<file path="src/rtl/cpu_pkg.sv">
// cpu_pkg: shared fetch-path widths, PC increment and fetch state encoding.
package cpu_pkg;
  localparam int ADDR_W = 64;
  localparam int INSTR_W = 32;
  localparam logic [ADDR_W-1:0] PC_INC = 64'd4;
  typedef enum logic {FETCH_WAIT = 1'b0, FETCH_VALID = 1'b1} fetch_state_t;
endpackage

</file>
<file path="src/rtl/fetch_wait_counter.sv">
// fetch_wait_counter: counts read-settle cycles and flags the capture cycle.
module fetch_wait_counter #(
  parameter int WAIT_CYCLES = 2
) (
  input  logic clk,
  input  logic rst,
  input  logic en,
  input  logic clr,
  output logic tc
);
  logic [3:0] cnt;
  assign tc = en && cnt == 4'(WAIT_CYCLES - 1);
  always_ff @(posedge clk)
    cnt <= (rst || clr || tc) ? '0 : en ? cnt + 4'd1 : cnt;
endmodule

</file>
<file path="src/rtl/imem_fetch_sequencer.sv">
// imem_fetch_sequencer: PC holder that paces imem reads and hands instructions to decode.
module imem_fetch_sequencer
  import cpu_pkg::*;
#(
  parameter int WAIT_CYCLES = 2,
  parameter logic [ADDR_W-1:0] START_PC = '0
) (
  input  logic               CLK,
  input  logic               Reset,
  output logic [ADDR_W-1:0]  imem_addr,
  input  logic [INSTR_W-1:0] imem_data,
  output logic [INSTR_W-1:0] instr,
  output logic [ADDR_W-1:0]  instr_pc,
  output logic               instr_valid,
  input  logic               instr_ready,
  input  logic               redirect,
  input  logic [ADDR_W-1:0]  redirect_pc,
  output logic               misalign_err,
  output logic [31:0]        fetch_count
);
  fetch_state_t state, state_nxt;
  logic [ADDR_W-1:0] pc;
  logic tc, hs, capture;
  assign imem_addr = pc;
  assign hs = instr_valid && instr_ready;
  assign capture = tc && !redirect;
  fetch_wait_counter #(.WAIT_CYCLES(WAIT_CYCLES)) u_cnt (
    .clk(CLK),
    .rst(Reset),
    .en(state == FETCH_WAIT),
    .clr(redirect),
    .tc(tc)
  );
  always_comb begin
    state_nxt = state;
    state_nxt = redirect ? FETCH_WAIT
              : state == FETCH_WAIT ? (tc ? FETCH_VALID : FETCH_WAIT)
              : (hs ? FETCH_WAIT : FETCH_VALID);
  end
  // a redirect on the capture cycle wins, so the stale read never reaches decode
  always_ff @(posedge CLK) begin
    if (Reset) begin
      state <= FETCH_WAIT;
      pc <= START_PC;
      instr <= '0;
      instr_pc <= '0;
      instr_valid <= 1'b0;
      misalign_err <= 1'b0;
      fetch_count <= '0;
    end else begin
      state <= state_nxt;
      misalign_err <= redirect && |redirect_pc[1:0];
      if (hs) fetch_count <= fetch_count + 32'd1;
      if (redirect) begin
        pc <= {redirect_pc[ADDR_W-1:2], 2'b00};
        instr_valid <= 1'b0;
      end else if (capture) begin
        instr <= imem_data;
        instr_pc <= pc;
        instr_valid <= 1'b1;
        pc <= pc + PC_INC;
      end else if (hs) begin
        instr_valid <= 1'b0;
      end
    end
  end
endmodule
</file>
<file path="config.mk">
export PLATFORM = sky130hd
export DESIGN_NAME = imem_fetch_sequencer
export DESIGN_NICKNAME = d
export VERILOG_FILES = /design/src/rtl/cpu_pkg.sv /design/src/rtl/fetch_wait_counter.sv /design/src/rtl/imem_fetch_sequencer.sv
export SDC_FILE = /design/constraint.sdc
export NUM_CORES = 1
export LEC_CHECK = 0
export BUFFER_PORTS_ARGS = -buffer_cell sky130_fd_sc_hd__buf_4
export CAP_MARGIN = 40
export CORE_MARGIN = 5
export CORE_UTILIZATION = 35
export CTS_BUF_LIST = sky130_fd_sc_hd__clkbuf_16
export DETAILED_ROUTE_END_ITERATION = 16
export PLACE_DENSITY_LB_ADDON = 0.05
export SYNTH_ARGS = -nofsm -noshare
export SYNTH_HDL_FRONTEND = slang
export SYNTH_SLANG_ARGS = --single-unit
</file>
<file path="constraint.sdc">
create_clock -name CLK -period 4.3 [get_ports CLK]
set_input_delay 0.43 -clock CLK [delete_from_list [all_inputs] [get_ports CLK]]
set_output_delay 0.43 -clock CLK [all_outputs]
set_load 0.02 [all_outputs]
</file>
**Word level (Yosys, flattened, before mapping)**

Cells that the tools add are included.

- Register bits: 199
- Bits of input ports: 100

- Add/subtract/negate cells: 3
- Equality and inequality tests: 1
- Multiplexer cells: 7
- Bitwise gates (word level): 2
- Reduce and logical (&&, ||, !) cells: 12

Operators with widths:

| kind | count |
|---|---|
| two-way mux 64 bit | 2 |
| adder 64 x 3 -> 64 bit, second input constant | 1 |
| adder 32 x 1 -> 32 bit, second input constant | 1 |
| two-way mux 1 bit | 5 |
| adder 4 x 1 -> 4 bit, second input constant | 1 |
| == test 4 x 1 -> 1 bit, second input constant | 1 |
| logical AND 1 bit | 4 |
| nonzero test 2 bit | 2 |
| OR reduction 2 bit | 2 |
| logical OR 1 bit | 2 |
| NOT 1 bit | 2 |
| AND reduction 2 bit | 1 |
| logical NOT 1 bit | 1 |

**Logic depth before layout (Yosys ltp)**

- Depth in word-level cells: 5
- Mapped depth: 9

**Modules after synthesis**

From an unflattened synthesis, not the netlist that was laid out.

- Cell total of the unflattened synthesis: 1,078
- Area total of the unflattened synthesis: 8,718.4 µm²

By module, submodules not included:

| module | times used | cells each | area each (µm²) | seq. area each (µm²) |
|---|---|---|---|---|
| imem_fetch_sequencer | 1 | 1,059 | 8,509.4 | 3,823.7 |
| fetch_wait_counter | 1 | 19 | 209.0 | 80.1 |

**Least setup slack after synthesis**

Ideal clock, no wire load.

- Kind: flip-flop to flip-flop
- From: register pc[2], in the netlist imem_addr[2]
- To: register pc[50], in the netlist imem_addr[50]
- Data arrival time: 2.470 ns
- Data required time: 4.182 ns
- Path slack: 1.713 ns
- Cell stages (with the launch flop): 7
- Buffers on the path: 0
- Clock period less this slack: 2.587 ns
- Path through: dfxtp_1 > ha_1 > nand4_1 > or4_1 > or3_1 > or4b_1 > o2111a_1

- Longest elaborated chain between the ends: 3

RTL lines:

| item | RTL line | source |
|---|---|---|
| start: declaration | imem_fetch_sequencer.sv:22 | `logic [ADDR_W-1:0] pc;` |
| start signal: assignment | imem_fetch_sequencer.sv:55 | `pc <= {redirect_pc[ADDR_W-1:2], 2'b00};` |
| start signal: assignment | imem_fetch_sequencer.sv:61 | `pc <= pc + PC_INC;` |
| adder 64 x 3 -> 64 bit | imem_fetch_sequencer.sv:61 |  |
| two-way mux 64 bit | imem_fetch_sequencer.sv:57 | `end else if (capture) begin` |
| two-way mux 64 bit | imem_fetch_sequencer.sv:54 | `if (redirect) begin` |

No other way between the ends. The select of a mux whose other input is x is not followed.
A chain may end at the register's enable or synchronous reset.

**Worst setup path in the final report**

- From: register pc[2], in the netlist imem_addr[2]
- To: register pc[48], in the netlist imem_addr[48]

Same word-level chain as after synthesis.

==> flow_summary_export.csv <==
group,metric,value,unit
outcome,status,"completed",
synthesis,synth_top_cell_area_share,43.4,%
clocking,cts_made_buffers,17,
setup_path,arrival,3.21,ns
sta,tightestPinTransition,0.859,ns
synthesis,synthFlopType,"dfxtp_1",
grt,grt_max_degree,76,
clocking,cts-root-buf,"clkbuf_16",
power,leakage,0.00470,µW
floorplan,row_count,58,
final_layout,post-route-util,47.4,%
setup_path,critPathKind,"flop to flop",
floorplan,chipHeight,170,µm
power,peakVddDrop,233,µV
sta,hold_ws,0.189,ns
run,cap_violations,0,
synthesis,ys_ff_latch,195,
sta,setup_tns,0,ns
clocking,cts.repair.resized,0,
setup_path,cp.required,4.63,ns
grt,grt_pass1_vias,8421,
grt,overflow,0,
drt,drt_pre_antenna_iters,5,
synthesis,synthMostInstantiatedCell,"nand2_1",
setup_path,crit_path_end_kind,"flop",
power,power,4120,µW
setup_path,path_max_fanout,13,
grt,grt_pass1_wl,47.6,mm
placed_design,place.gp.congestion,0.800,
drt,routed_wl,30.9,mm
drt,drt_first_iter_violations,536,
drt,num_vias,8832,
floorplan,core-area,25300,µm²
floorplan,io_pins,294,
sta,finalHoldViolations,0,
drt,wire_per_inst,18.0,µm
clocking,clk-insertion-delay-late,0.44,ns
placed_design,dp_hpwl,22.2,mm
drt,drc,0,
final_layout,nets,1484,
synthesis,async_flop_share,0,%
placed_design,dp_cells,1691,
synthesis,netlist_top_cells_count,"nand2_1 (257), dfxtp_1 (195), a21oi_1 (118)",
clocking,cts_buffer_depth,2,
synthesis,syn_area,9000,µm²
drt,postRouteAntennaNets,0,
synthesis,synth_area_leader_cell,"dfxtp_1",
sta,grt_setup_unrepaired,"false",
grt,grt_usage,20.4,%
floorplan,die_x,170,µm
placed_design,portBuffers,289,
sta,slew_headroom,42.3,%
sta,skew,0.0110,ns
synthesis,seq_area_frac_synth,43.4,%
worst_hold_path,min-delay-path-class,"input port to flop",
final_layout,final_cells,1723,
clocking,cts_setup_buffers,0,
synthesis,syn_inst,1138,
sta,setup_viol_count_final,0,
sta,finalCritPeriodShare,67.0,%
synthesis,ys_warn_count,0,
clocking,hold_buffers,0,
grt,antenna_found_initial,1,
sta,max_freq,347,MHz
clocking,clk_pin_slew,0.07,ns
clocking,numClockSinks,195,
final_layout,antenna_cells,0,
synthesis,syn_area_per_cell,7.91,µm²
sta,drv_slew,0,
drt,viasPerCell,5.13,
synthesis,synth_area_leaders,"dfxtp_1 (43%), nand2_1 (11%), a21oi_1 (6.6%)",
power,power.density,344,nW/µm²
synthesis,yosysUniqueCellTypes,63,
sta,post-route-min-period,2.88,ns
clocking,tritoncts,"yes",
final_layout,drive_gt1_share,25.6,%
synthesis,synth_edf_count,0,
clocking,htreeDepth,4,
setup_path,critical_path.startpoint_type,"flop",
floorplan,start_util,35.6,%
floorplan,die-area,29000,µm²
final_layout,area_delta_synth_final,33.0,%
## cell usage in the layout (no fill, tap or decap), types with 4 or more instances in the layout
master and count:
nand4_1 39, nor2b_1 5, and2_1 4, nor4b_1 4
buf_4 298, nor3_1 40, nand2_1 256, clkbuf_16 17
a21oi_1 118, o21ai_0 14, inv_6 5, ha_1 4
xor2_1 22, a311oi_1 6, mux2i_1 7, and4_1 7
o2111a_1 4, nor4_4 4, a211o_1 5, conb_1 4
inv_1 16, or4_1 7, and3_1 15, nand3_1 45
or3_1 15, dfxtp_1 195, a211oi_1 24, xnor2_1 33
nor2_1 91, nor4_1 23, mux2_2 4, o211ai_1 4
## worst max-delay path, cell delays in order (launching register included)
cell      delay [ns]
dfxtp_1         0.43
ha_1            0.25
nand4_1         0.25
or4_1           0.55
or3_1           0.59
or4b_1          0.57
o2111a_1        0.13
## routing by layer
metal	vias up	wire, µm	global-route usage, %
met5	-	13	0
met1	4133	13500	26.1
li1	4450	-	-
met2	221	14800	34.0
met3	26	2270	6.20
met4	2	334	4.38
## stage by stage
step           worst slack [ns]  cell area, µm²
5_1_grt                    1.27           12000
6_report                   1.42           12000
2_1_floorplan              1.71            9010
3_3_place_gp               1.49           11300
3_5_place_dp               1.42           11400
4_1_cts                    1.40           12000
## power by group
| part | switching [µW] | total [µW] | internal [µW] |
|---|---|---|---|
| clock | 787 | 1660 | 877 |
| sequential | 101 | 1970 | 1870 |
| combinational | 274 | 482 | 209 |
| total | 1160 | 4120 | 2950 |
## kinds of logic (layout without fill, tap and decap cells)
group                      count (synthesis)  after routing  synth area share [%]
xor gates and xnor gates                  55             55                  5.35
adders and majority gates                  4              4                 0.556
other                                      1              4                0.0417
DFF                                      195            195                  43.4
AOI/OAI and AO/OA                        198            198                  13.6
and+or+nand+nor                          577            577                  31.3
muxes                                     11             11                  1.28
buffers and inverters                     97            349                  4.51
## layout make-up
cell class	count	area (µm²)
Clock buffer	17	425
Clock inverter	15	168
Fill cell	2591	13300
Inverter	17	63.8
Multi-Input combinational cell	849	4720
Sequential cell	195	3900
Tap cell	330	413
Timing Repair Buffer	300	2280
## worst paths after layout
kind / start / to / slack, ns / depth (start not counted)
setup / recovery: imem_addr[2]$_SDFFE_PP0P_ / imem_addr[48]$_SDFFE_PP0P_ / 1.42 / 6
setup reg to reg: imem_addr[2]$_SDFFE_PP0P_ / imem_addr[48]$_SDFFE_PP0P_ / 1.42 / 6
hold reg to reg: instr_pc[37]$_SDFFE_PP0P_ / instr_pc[37]$_SDFFE_PP0P_ / 0.45 / 2
hold / removal: redirect_pc[0] / misalign_err$_SDFF_PP0_ / 0.19 / 2
## registers in the layout, summed over array words and instances, names as in the netlist
| register | count |
|---|---|
| instr | 32 |
| state | 1 |
| fetch_count | 32 |
| imem_addr | 62 |
| misalign_err | 1 |
| instr_valid | 1 |
| instr_pc | 62 |
| u_cnt.cnt | 4 |
No activity file was read; power rests on OpenSTA's default activity.
